**src/rtl/interface05_pkg.sv**
```systemverilog
// Shared types and default sizing for the Interface05 collector.
// Provides the FSM state enum, default frame geometry and the response word type.
package interface05_pkg;

  localparam int unsigned DEF_WIDTH   = 10;
  localparam int unsigned DEF_DEPTH   = 10;
  localparam int unsigned DEF_LATENCY = 1;
  localparam int unsigned CNT_W       = 4;

  typedef logic [DEF_WIDTH-1:0] word_t;

  typedef enum logic [1:0] {
    IDLE = 2'd0,
    REQ  = 2'd1,
    WAIT = 2'd2,
    DONE = 2'd3
  } state_e;

endpackage

```
**src/rtl/interface05_collector_if.sv**
```systemverilog
// Request/response link between the Interface05 collector and its responder.
//   c  : request strobe, driven by the collector (master)
//   cc : response word, driven by the responder (slave)
interface interface05_collector_if #(
  parameter int unsigned WIDTH = interface05_pkg::DEF_WIDTH
);

  logic             c;
  logic [WIDTH-1:0] cc;

  modport master (output c, input cc);
  modport slave  (input c, output cc);

endinterface

```
**src/rtl/interface05_collector.sv**
```systemverilog
// Interface05 collector: issues DEPTH requests per frame on bus.c, captures each
// response word from bus.cc LATENCY cycles later, and presents the assembled frame
// on o_ccc together with a one-cycle o_done pulse.
// Ports:
//   i_clk, i_rst_n : clock (rising edge), asynchronous active-low reset
//   i_start        : frame start, honoured in IDLE only
//   i_clear        : synchronous abort to IDLE, o_ccc keeps the last completed frame
//   bus            : master side of the request/response link (c out, cc in)
//   o_ccc          : last completed frame, row k at [k*WIDTH +: WIDTH]
//   o_busy         : high outside IDLE
//   o_done         : one-cycle pulse when o_ccc has just been updated
module interface05_collector
  import interface05_pkg::*;
#(
  parameter int unsigned WIDTH   = DEF_WIDTH,
  parameter int unsigned DEPTH   = DEF_DEPTH,
  parameter int unsigned LATENCY = DEF_LATENCY
) (
  input  logic                     i_clk,
  input  logic                     i_rst_n,
  input  logic                     i_start,
  input  logic                     i_clear,
  interface05_collector_if.master  bus,
  output logic [DEPTH*WIDTH-1:0]   o_ccc,
  output logic                     o_busy,
  output logic                     o_done
);

  localparam int unsigned IDX_W   = (DEPTH > 1) ? $clog2(DEPTH) : 1;
  localparam int unsigned FRAME_W = DEPTH * WIDTH;

  state_e             state_q, state_d;
  logic [IDX_W-1:0]   idx_q, idx_d;
  logic [CNT_W-1:0]   cnt_q, cnt_d;
  logic [FRAME_W-1:0] buf_q, buf_d;
  logic               last_c;
  int unsigned        base_c;

  // State register
  always_ff @(posedge i_clk or negedge i_rst_n) begin
    if (!i_rst_n) begin
      state_q <= IDLE;
    end else begin
      state_q <= state_d;
    end
  end

  // Next state, counters and word capture; i_cc is only looked at in the sample cycle
  always_comb begin
    state_d = state_q;
    idx_d   = idx_q;
    cnt_d   = cnt_q;
    buf_d   = buf_q;
    last_c  = 1'b0;
    base_c  = 32'(idx_q) * WIDTH;
    case (state_q)
      IDLE: begin
        if (i_start) begin
          state_d = REQ;
          idx_d   = '0;
        end
      end
      REQ: begin
        cnt_d   = CNT_W'(LATENCY);
        state_d = WAIT;
      end
      WAIT: begin
        cnt_d = cnt_q - 1'b1;
        if (cnt_q == CNT_W'(1)) begin
          buf_d[base_c +: WIDTH] = bus.cc;
          if (idx_q == IDX_W'(DEPTH - 1)) begin
            last_c  = 1'b1;
            state_d = DONE;
          end else begin
            idx_d   = idx_q + 1'b1;
            state_d = REQ;
          end
        end
      end
      DONE: begin
        state_d = IDLE;
      end
      default: begin
        state_d = IDLE;
      end
    endcase
    // Abort wins over everything, including a frame completing this cycle
    if (i_clear) begin
      state_d = IDLE;
      idx_d   = '0;
      cnt_d   = '0;
      buf_d   = '0;
      last_c  = 1'b0;
    end
  end

  // Datapath and registered outputs; strobes follow the state being entered
  always_ff @(posedge i_clk or negedge i_rst_n) begin
    if (!i_rst_n) begin
      idx_q  <= '0;
      cnt_q  <= '0;
      buf_q  <= '0;
      o_ccc  <= '0;
      bus.c  <= 1'b0;
      o_busy <= 1'b0;
      o_done <= 1'b0;
    end else begin
      idx_q  <= idx_d;
      cnt_q  <= cnt_d;
      buf_q  <= buf_d;
      bus.c  <= (state_d == REQ);
      o_busy <= (state_d != IDLE);
      o_done <= (state_d == DONE);
      if (last_c) begin
        o_ccc <= buf_d;
      end
    end
  end

endmodule

```
**src/flat_wrapper.sv**
```systemverilog
// flat-port wrapper written by rule: the top's interface ports become plain ports
module interface05_collector_flat import interface05_pkg::*;
#(
  parameter int unsigned WIDTH   = DEF_WIDTH,
  parameter int unsigned DEPTH   = DEF_DEPTH,
  parameter int unsigned LATENCY = DEF_LATENCY
)
  (i_clk, i_rst_n, i_start, i_clear, o_ccc, o_busy, o_done, bus_c, bus_cc);
  interface05_collector_if #(.WIDTH(WIDTH)) bus_i ();
  input  logic i_clk;
  input  logic i_rst_n;
  input  logic i_start;
  input  logic i_clear;
  output logic [DEPTH*WIDTH-1:0] o_ccc;
  output logic o_busy;
  output logic o_done;
  output wire logic [$bits(bus_i.c)-1:0] bus_c;
  input wire logic [$bits(bus_i.cc)-1:0] bus_cc;
  assign bus_c = bus_i.c;
  assign bus_i.cc = bus_cc;
  interface05_collector #(.WIDTH(WIDTH), .DEPTH(DEPTH), .LATENCY(LATENCY)) u_core (.i_clk(i_clk), .i_rst_n(i_rst_n), .i_start(i_start), .i_clear(i_clear), .bus(bus_i), .o_ccc(o_ccc), .o_busy(o_busy), .o_done(o_done));
endmodule
```
**config.mk**
```make
export PLATFORM = sky130hd
export DESIGN_NAME = interface05_collector_flat
export DESIGN_NICKNAME = d
export VERILOG_FILES = /design/src/rtl/interface05_pkg.sv /design/src/rtl/interface05_collector_if.sv /design/src/rtl/interface05_collector.sv /design/src/flat_wrapper.sv
export SDC_FILE = /design/constraint.sdc
export NUM_CORES = 1
export LEC_CHECK = 0
export CAP_MARGIN = 20
export CORE_MARGIN = 4
export CORE_UTILIZATION = 35
export CTS_BUF_LIST = sky130_fd_sc_hd__clkbuf_16
export DETAILED_ROUTE_END_ITERATION = 16
export GPL_TIMING_DRIVEN = 0
export HOLD_SLACK_MARGIN = 0.12
export RECOVER_POWER = 50
export SLEW_MARGIN = 20
export SYNTH_ARGS = -nofsm -noshare
export SYNTH_HDL_FRONTEND = slang
export SYNTH_SLANG_ARGS = --single-unit
```
**constraint.sdc**
```tcl
create_clock -name i_clk -period 8.09 [get_ports i_clk]
set_input_delay 0.809 -clock i_clk [delete_from_list [all_inputs] [get_ports i_clk]]
set_output_delay 0.809 -clock i_clk [all_outputs]
set_load 0.02 [all_outputs]
```
## Yosys cells after proc, flatten, opt, wreduce, memory -nomap -nowiden

Index checks and enable logic that the tools add are counted.

| cells by class | value |
|---|---|
| equality and inequality tests | 10 |
| add/subtract/negate cells | 3 |
| muxes and demuxes | 20 |
| reductions and logical operators | 5 |
| shift-type cells | 2 |
| multiply operators | 1 |

Operators with widths:

| kind | number |
|---|---|
| $mux 100 | 3 |
| $bwmux 100 | 1 |
| $shift 10x34->100 const A | 1 |
| $shiftx 10x34->100 | 1 |
| $neg 8->34 | 1 |
| $mux 4 | 5 |
| $pmux 4 s2 | 2 |
| $mux 2 | 4 |
| $pmux 2 s4 | 1 |
| $mul 4x3->7 const B | 1 |
| $eq 2x2->1 const B | 3 |
| $ne 3x3->1 const B | 2 |
| $reduce_bool 3->1 | 2 |
| $add 4x1->4 const B | 1 |
| $eq 2x1->1 const B | 2 |
| $eq 4x1->1 const B | 1 |
| $eq 4x4->1 const B | 1 |
| $mux 1 | 4 |
| $reduce_and 4->1 | 1 |
| $sub 4x1->4 const B | 1 |
| $ne 3x2->1 const B | 1 |
| $logic_not 2->1 | 1 |
| $reduce_bool 2->1 | 1 |

| storage, ports and cells | value |
|---|---|
| register bits after elaboration | 213 |
| output and inout bits | 103 |

## Longest topological paths before layout

| logic depth | value |
|---|---|
| depth in word-level cells | 7 |
| mapped depth | 15 |
| mapped depth without buffers | 12 |

## Least setup slack after synthesis

Ideal clock, no wire load.

| timing | value |
|---|---|
| path type | register -> register |
| start point | register u_core.idx_q[1] |
| end point | register u_core.o_ccc[72] |
| setup slack | 4453 ps |
| arrival | 3504 ps |
| clock period less this slack | 3637 ps |
| buffers on the path | 3 |
| library setup time | 133 ps |
| cell stages (with the launch flop) | 15 |
| cells stage by stage | dfrtp_1 ha_1 ha_1 fa_1 xor2_2 buf_6 nor3_1 ha_1 clkbuf_1 and4b_1 clkbuf_1 o21ai_1 o31ai_2 mux2i_1 a21oi_1 |

| between the ends | value |
|---|---|
| longest elaborated chain between the ends | 7 |
| elaborated cells on any way between the ends | 13 |
| those cells by class | add/sub: 1; mul: 1; eq/ne: 1; shift: 2; mux: 8 |

RTL lines:

| what | line | RTL |
|---|---|---|
| start, declared | interface05_collector.sv:33 | `logic [IDX_W-1:0] idx_q, idx_d;` |
| start signal, assigned | interface05_collector.sv:108 | `idx_q <= idx_d;` |
| $mul 4x3->7 | interface05_collector.sv:55 | `base_c = 32'(idx_q) * WIDTH;` |
| $neg 8->34 | interface05_collector.sv:70 | `buf_d[base_c +: WIDTH] = bus.cc;` |
| $shiftx 10x34->100 / $shift 10x34->100 (equally long branches) | interface05_collector.sv:70 |  |
| $bwmux 100 | interface05_collector.sv:70 |  |
| $mux 100 | interface05_collector.sv:69 | `if (cnt_q == CNT_W'(1)) begin` |
| $mux 100 | interface05_collector.sv:56 | `case (state_q)` |
| $mux 100 | interface05_collector.sv:88 | `if (i_clear) begin` |
| end signal, assigned | interface05_collector.sv:115 | `o_ccc <= buf_d;` |
| end, declared | interface05_collector.sv:24 | `output logic [DEPTH*WIDTH-1:0] o_ccc,` |

Parallel ways exist; a longest one is shown, timed or not.
A chain may end at the register's enable or synchronous reset.

## Final worst setup path

| timing | value |
|---|---|
| start point | register u_core.idx_q[0] |
| end point | register u_core.o_ccc[34] |

The elaborated chain is that of the path after synthesis.

==> summary.md <==
| Metric | Value |
|---|---|
| Sequential area share after synthesis | 0.498 |
| Detail Route Antenna Nets | 0 |
| Critical path arrival | 4990 ps |
| Largest net degree at the start of global routing | 93 |
| Maximum vdd drop | 0.110 mV |
| Number of post-CTS setup repair buffers | 0 |
| Worst clock skew | 9.59 ps |
| Worst R2R Path Depth | 15 |
| Outcome | finished, violations left |
| Setup crit end | u_core.o_ccc[34] |
| Synthesis warning total | 0 |
| Worst R2R End | u_core.o_ccc[34] |
| Post-synth top area cell | dfrtp_1 |
| Most common cell after layout, fill and taps aside | dfrtp_1 |
| Max-cap viol count | 1 |
| Placed Cells | 1618 |
| Port buffer count | 116 |
| HP Class | reg2reg |
| Synth Area in XOR/XNOR | 0.00806 |
| Congestion Overflow GR | 0 |
| Die Wd | 183 microns |
| Mapped Area | 0.0107 sq mm |
| Worst setup margin | 3500 ps |
| Yosys top cell area share | 0.498 |
| First-pass GRT wire length | 57.5 mm |
| Synth area leaders | dfrtp_1 (50%), mux2i_1 (9.2%), nand2_1 (4.6%) |
| Vias per cell | 5.61 |
| Worst skew pair latency | 530 ps |
| Min Hold Slack | 470 ps |
| Seq cells post-synth | 213 |
| Layout cells sized above 1 | 0.0827 |
| Final Instance Count excl. Fillers | 1660 |
| Wire per inst | 22.1 microns |
| TritonRoute pass-1 iters | 5 |
| Final HPWL DP | 27.1 mm |
| Failing checks | capacitance limit, slew limit |
| Mean Syn Cell Area | 9.66 sq um |
| Max transition margin | -1.02 |
| Hold Path Origin | u_core.o_ccc[40] |
| Inserted Diodes | 0 |
| Clock buffer count from CTS | 23 |
| Clk pwr share | 0.461 |
| Synth cell types | 80 |
| Clock tree buffer depth | 3 |
| Reg power frac | 0.457 |
| Final hold vios | 0 |
| Worst-margin pin slew | 3030 ps |
| Area of the core | 0.0300 sq mm |
| Row Count | 63 |
| Initial antenna violation count | 0 |
| Worst-path clk slew | 60 ps |
| Die area | 0.0335 sq mm |
| Tcrit/Tclk final | 0.567 |
| Crit path time final | 4590 ps |
| H-tree Lvls | 1 |
| Crit-path max FO | 10 |
| Synth Area in Compound Gates | 0.162 |
| Final setup violation count | 0 |
| P&R area growth vs syn | 23.1% |
| CP Class | reg2reg |
| Commonest cells after routing, fill and taps aside | dfrtp_1 (213), nand2_1 (131), nor2_1 (125) |
| Largest family of logic cells by synthesized area | simple AND/OR/NAND/NOR gates |
| Comb pwr share | 0.083 |
| Number of global-route vias before repair | 9287 |
| Main synth FF type | dfrtp_1 |
| Critical Path Sink Type | register |
| Worst setup path startpoint | u_core.idx_q[0] |
| Worst EP required | 8490 ps |
| Total power per unit cell area | 180 mW/mm^2 |
| Internal | 1760 uW |
| CP startpoint kind | register |
| Total Wirelength | 36.7 mm |
| Total power | 2370 uW |
| Starting Density | 0.358 |
| Post-synth EDFFs | 0 |
| CTS tree | yes |
| I/O pins | 117 |
| Fraction of registers with async set/reset | 1.00 |
| Syn_nets | 1134 |
| Post-Synth Adder-Cell Area | 0.0135 |
| Syn Inst Count | 1109 |
| CTS Root Cell | clkbuf_16 |
| Hold-fix buffers, CTS | 0 |
| Mux cell area share after synthesis | 0.0989 |
| Placer Congestion | 0.954 |
| Nets | 1278 |
| Sw Share | 0.257 |
| FMAX | 218 MHz |
| DR iter-0 viols | 831 |
| RSZ-0062 raised after global routing | no |
| Die H | 183 microns |
| Post-CTS sizing | 0 |
| Lkg Pwr | 0.00602 uW |
| R2r setup slk | 3500 ps |
| DP Worst Slack | 3580 ps |
| Reg2Reg Launch Point | u_core.idx_q[0] |
| Simple logic cell fraction of the synthesized area | 0.185 |
| DRC | 0 |
| Number of clock sinks | 213 |
| Vias | 9310 |
| Net Switching | 609 uW |
| GRT Resource Usage Total | 0.219 |
| Slew Viols, Final | 54 |
==> state kept, by name (all words and copies together) (netlist names) <==
| name | cells |
|---|---|
| u_core.o_ccc | 100 |
| u_core.idx_q | 4 |
| u_core.bus.c | 1 |
| u_core.o_busy | 1 |
| u_core.cnt_q | 4 |
| u_core.state_q | 2 |
| u_core.o_done | 1 |
| u_core.buf_q | 100 |
==> kinds of logic after synthesis <==
kind of cell,after synthesis
buffers and inverters,90
adder cells (fa/ha/maj),11
AND/OR/NAND/NOR,418
AO/OA/AOI/OAI,264
flip-flops,213
XOR/XNOR,9
multiplexers,104
==> worst min-delay path by stage <==
stage               cells after the start  slack [ps]          endpoint
CTS                                     1         210     u_core.o_done
global placement                        2         460  u_core.o_ccc[41]
floorplan                               2         470   u_core.buf_q[0]
detailed placement                      2         470  u_core.o_ccc[40]
global route                            2         500  u_core.o_ccc[91]
finish                                  2         470  u_core.o_ccc[40]
==> per-layer routing <==
| metal | vias up | track usage | part of all wire |
|---|---|---|---|
| met1 | 4622 | 0.321 | 0.46 |
| li1 | 4267 | - | - |
| met3 | 68 | 0.0307 | 0.062 |
| met2 | 353 | 0.346 | 0.45 |
| met5 | - | 0 | 0 |
| met4 | 0 | 0.0504 | 0.026 |
==> stage by stage <==
step	utilization	TNS (ps)	instance area, sq um
2_1_floorplan	-	0	10700
3_3_place_gp	0.413	-608250	12400
3_5_place_dp	0.415	0	12400
4_1_cts	0.441	0	13200
5_1_grt	0.440	0	13200
6_report	0.440	0	13200
==> cell usage after synthesis (3+ instances only) <==
library cell / instances
xnor2_1: 5
nand2_1: 131
a22oi_1: 3
o31ai_1: 6
a21o_1: 7
a2bb2o_1: 4
or3_1: 9
nor4_2: 4
or2_2: 4
o22a_1: 4
xor2_1: 3
o21ai_0: 84
nor2_1: 125
a31o_2: 3
a21oi_1: 34
o22ai_1: 20
a221oi_1: 7
dfrtp_1: 213
nand4_1: 7
mux2_2: 5
a31oi_1: 7
ha_1: 10
buf_4: 3
buf_2: 22
nand2b_1: 6
o21ai_1: 24
nor3_1: 20
a2bb2oi_1: 3
nor2b_1: 11
o2bb2ai_1: 5
inv_1: 12
a211oi_2: 5
clkbuf_1: 49
o211ai_1: 6
mux2i_1: 98
a21boi_0: 3
a211oi_1: 11
buf_1: 3
and3_1: 7
nor4_1: 5
nand3_1: 60
o32ai_1: 5
and4_1: 4
and2_1: 5
==> worst max-delay path, stage by stage, from the launching register on <==
cell      delay (ps)
dfrtp_1          510
ha_1             270
ha_1             210
fa_1             470
buf_2            220
or2_2            140
buf_2            190
nor3_1            70
ha_1             180
clkbuf_1         230
and4b_1          300
clkbuf_1         340
o221ai_2         330
a21oi_1          450
mux2i_1          400
o21ai_0          140
==> power by group through the flow <==
| stage | combinational [uW] | clock [uW] | sequential (uW) |
|---|---|---|---|
| CTS | 197 | 1110 | 1080 |
| global route | 216 | 1160 | 1080 |
| global placement | 193 | 0 | 1100 |
| detailed placement | 197 | 0 | 1100 |
| finish | 196 | 1090 | 1080 |
| floorplan | 97.8 | 0 | 1110 |
==> layout make-up <==
cell class | instances | area (sq um)
clock buffer | 23 | 576
buffer | 78 | 339
clock inverter | 19 | 205
fill | 2930 | 16800
tap | 390 | 488
multi-input combinational | 806 | 4990
inverter | 12 | 45.0
sequential | 213 | 5330
timing repair buffer | 119 | 1210
(Power assumes the default switching activity.)
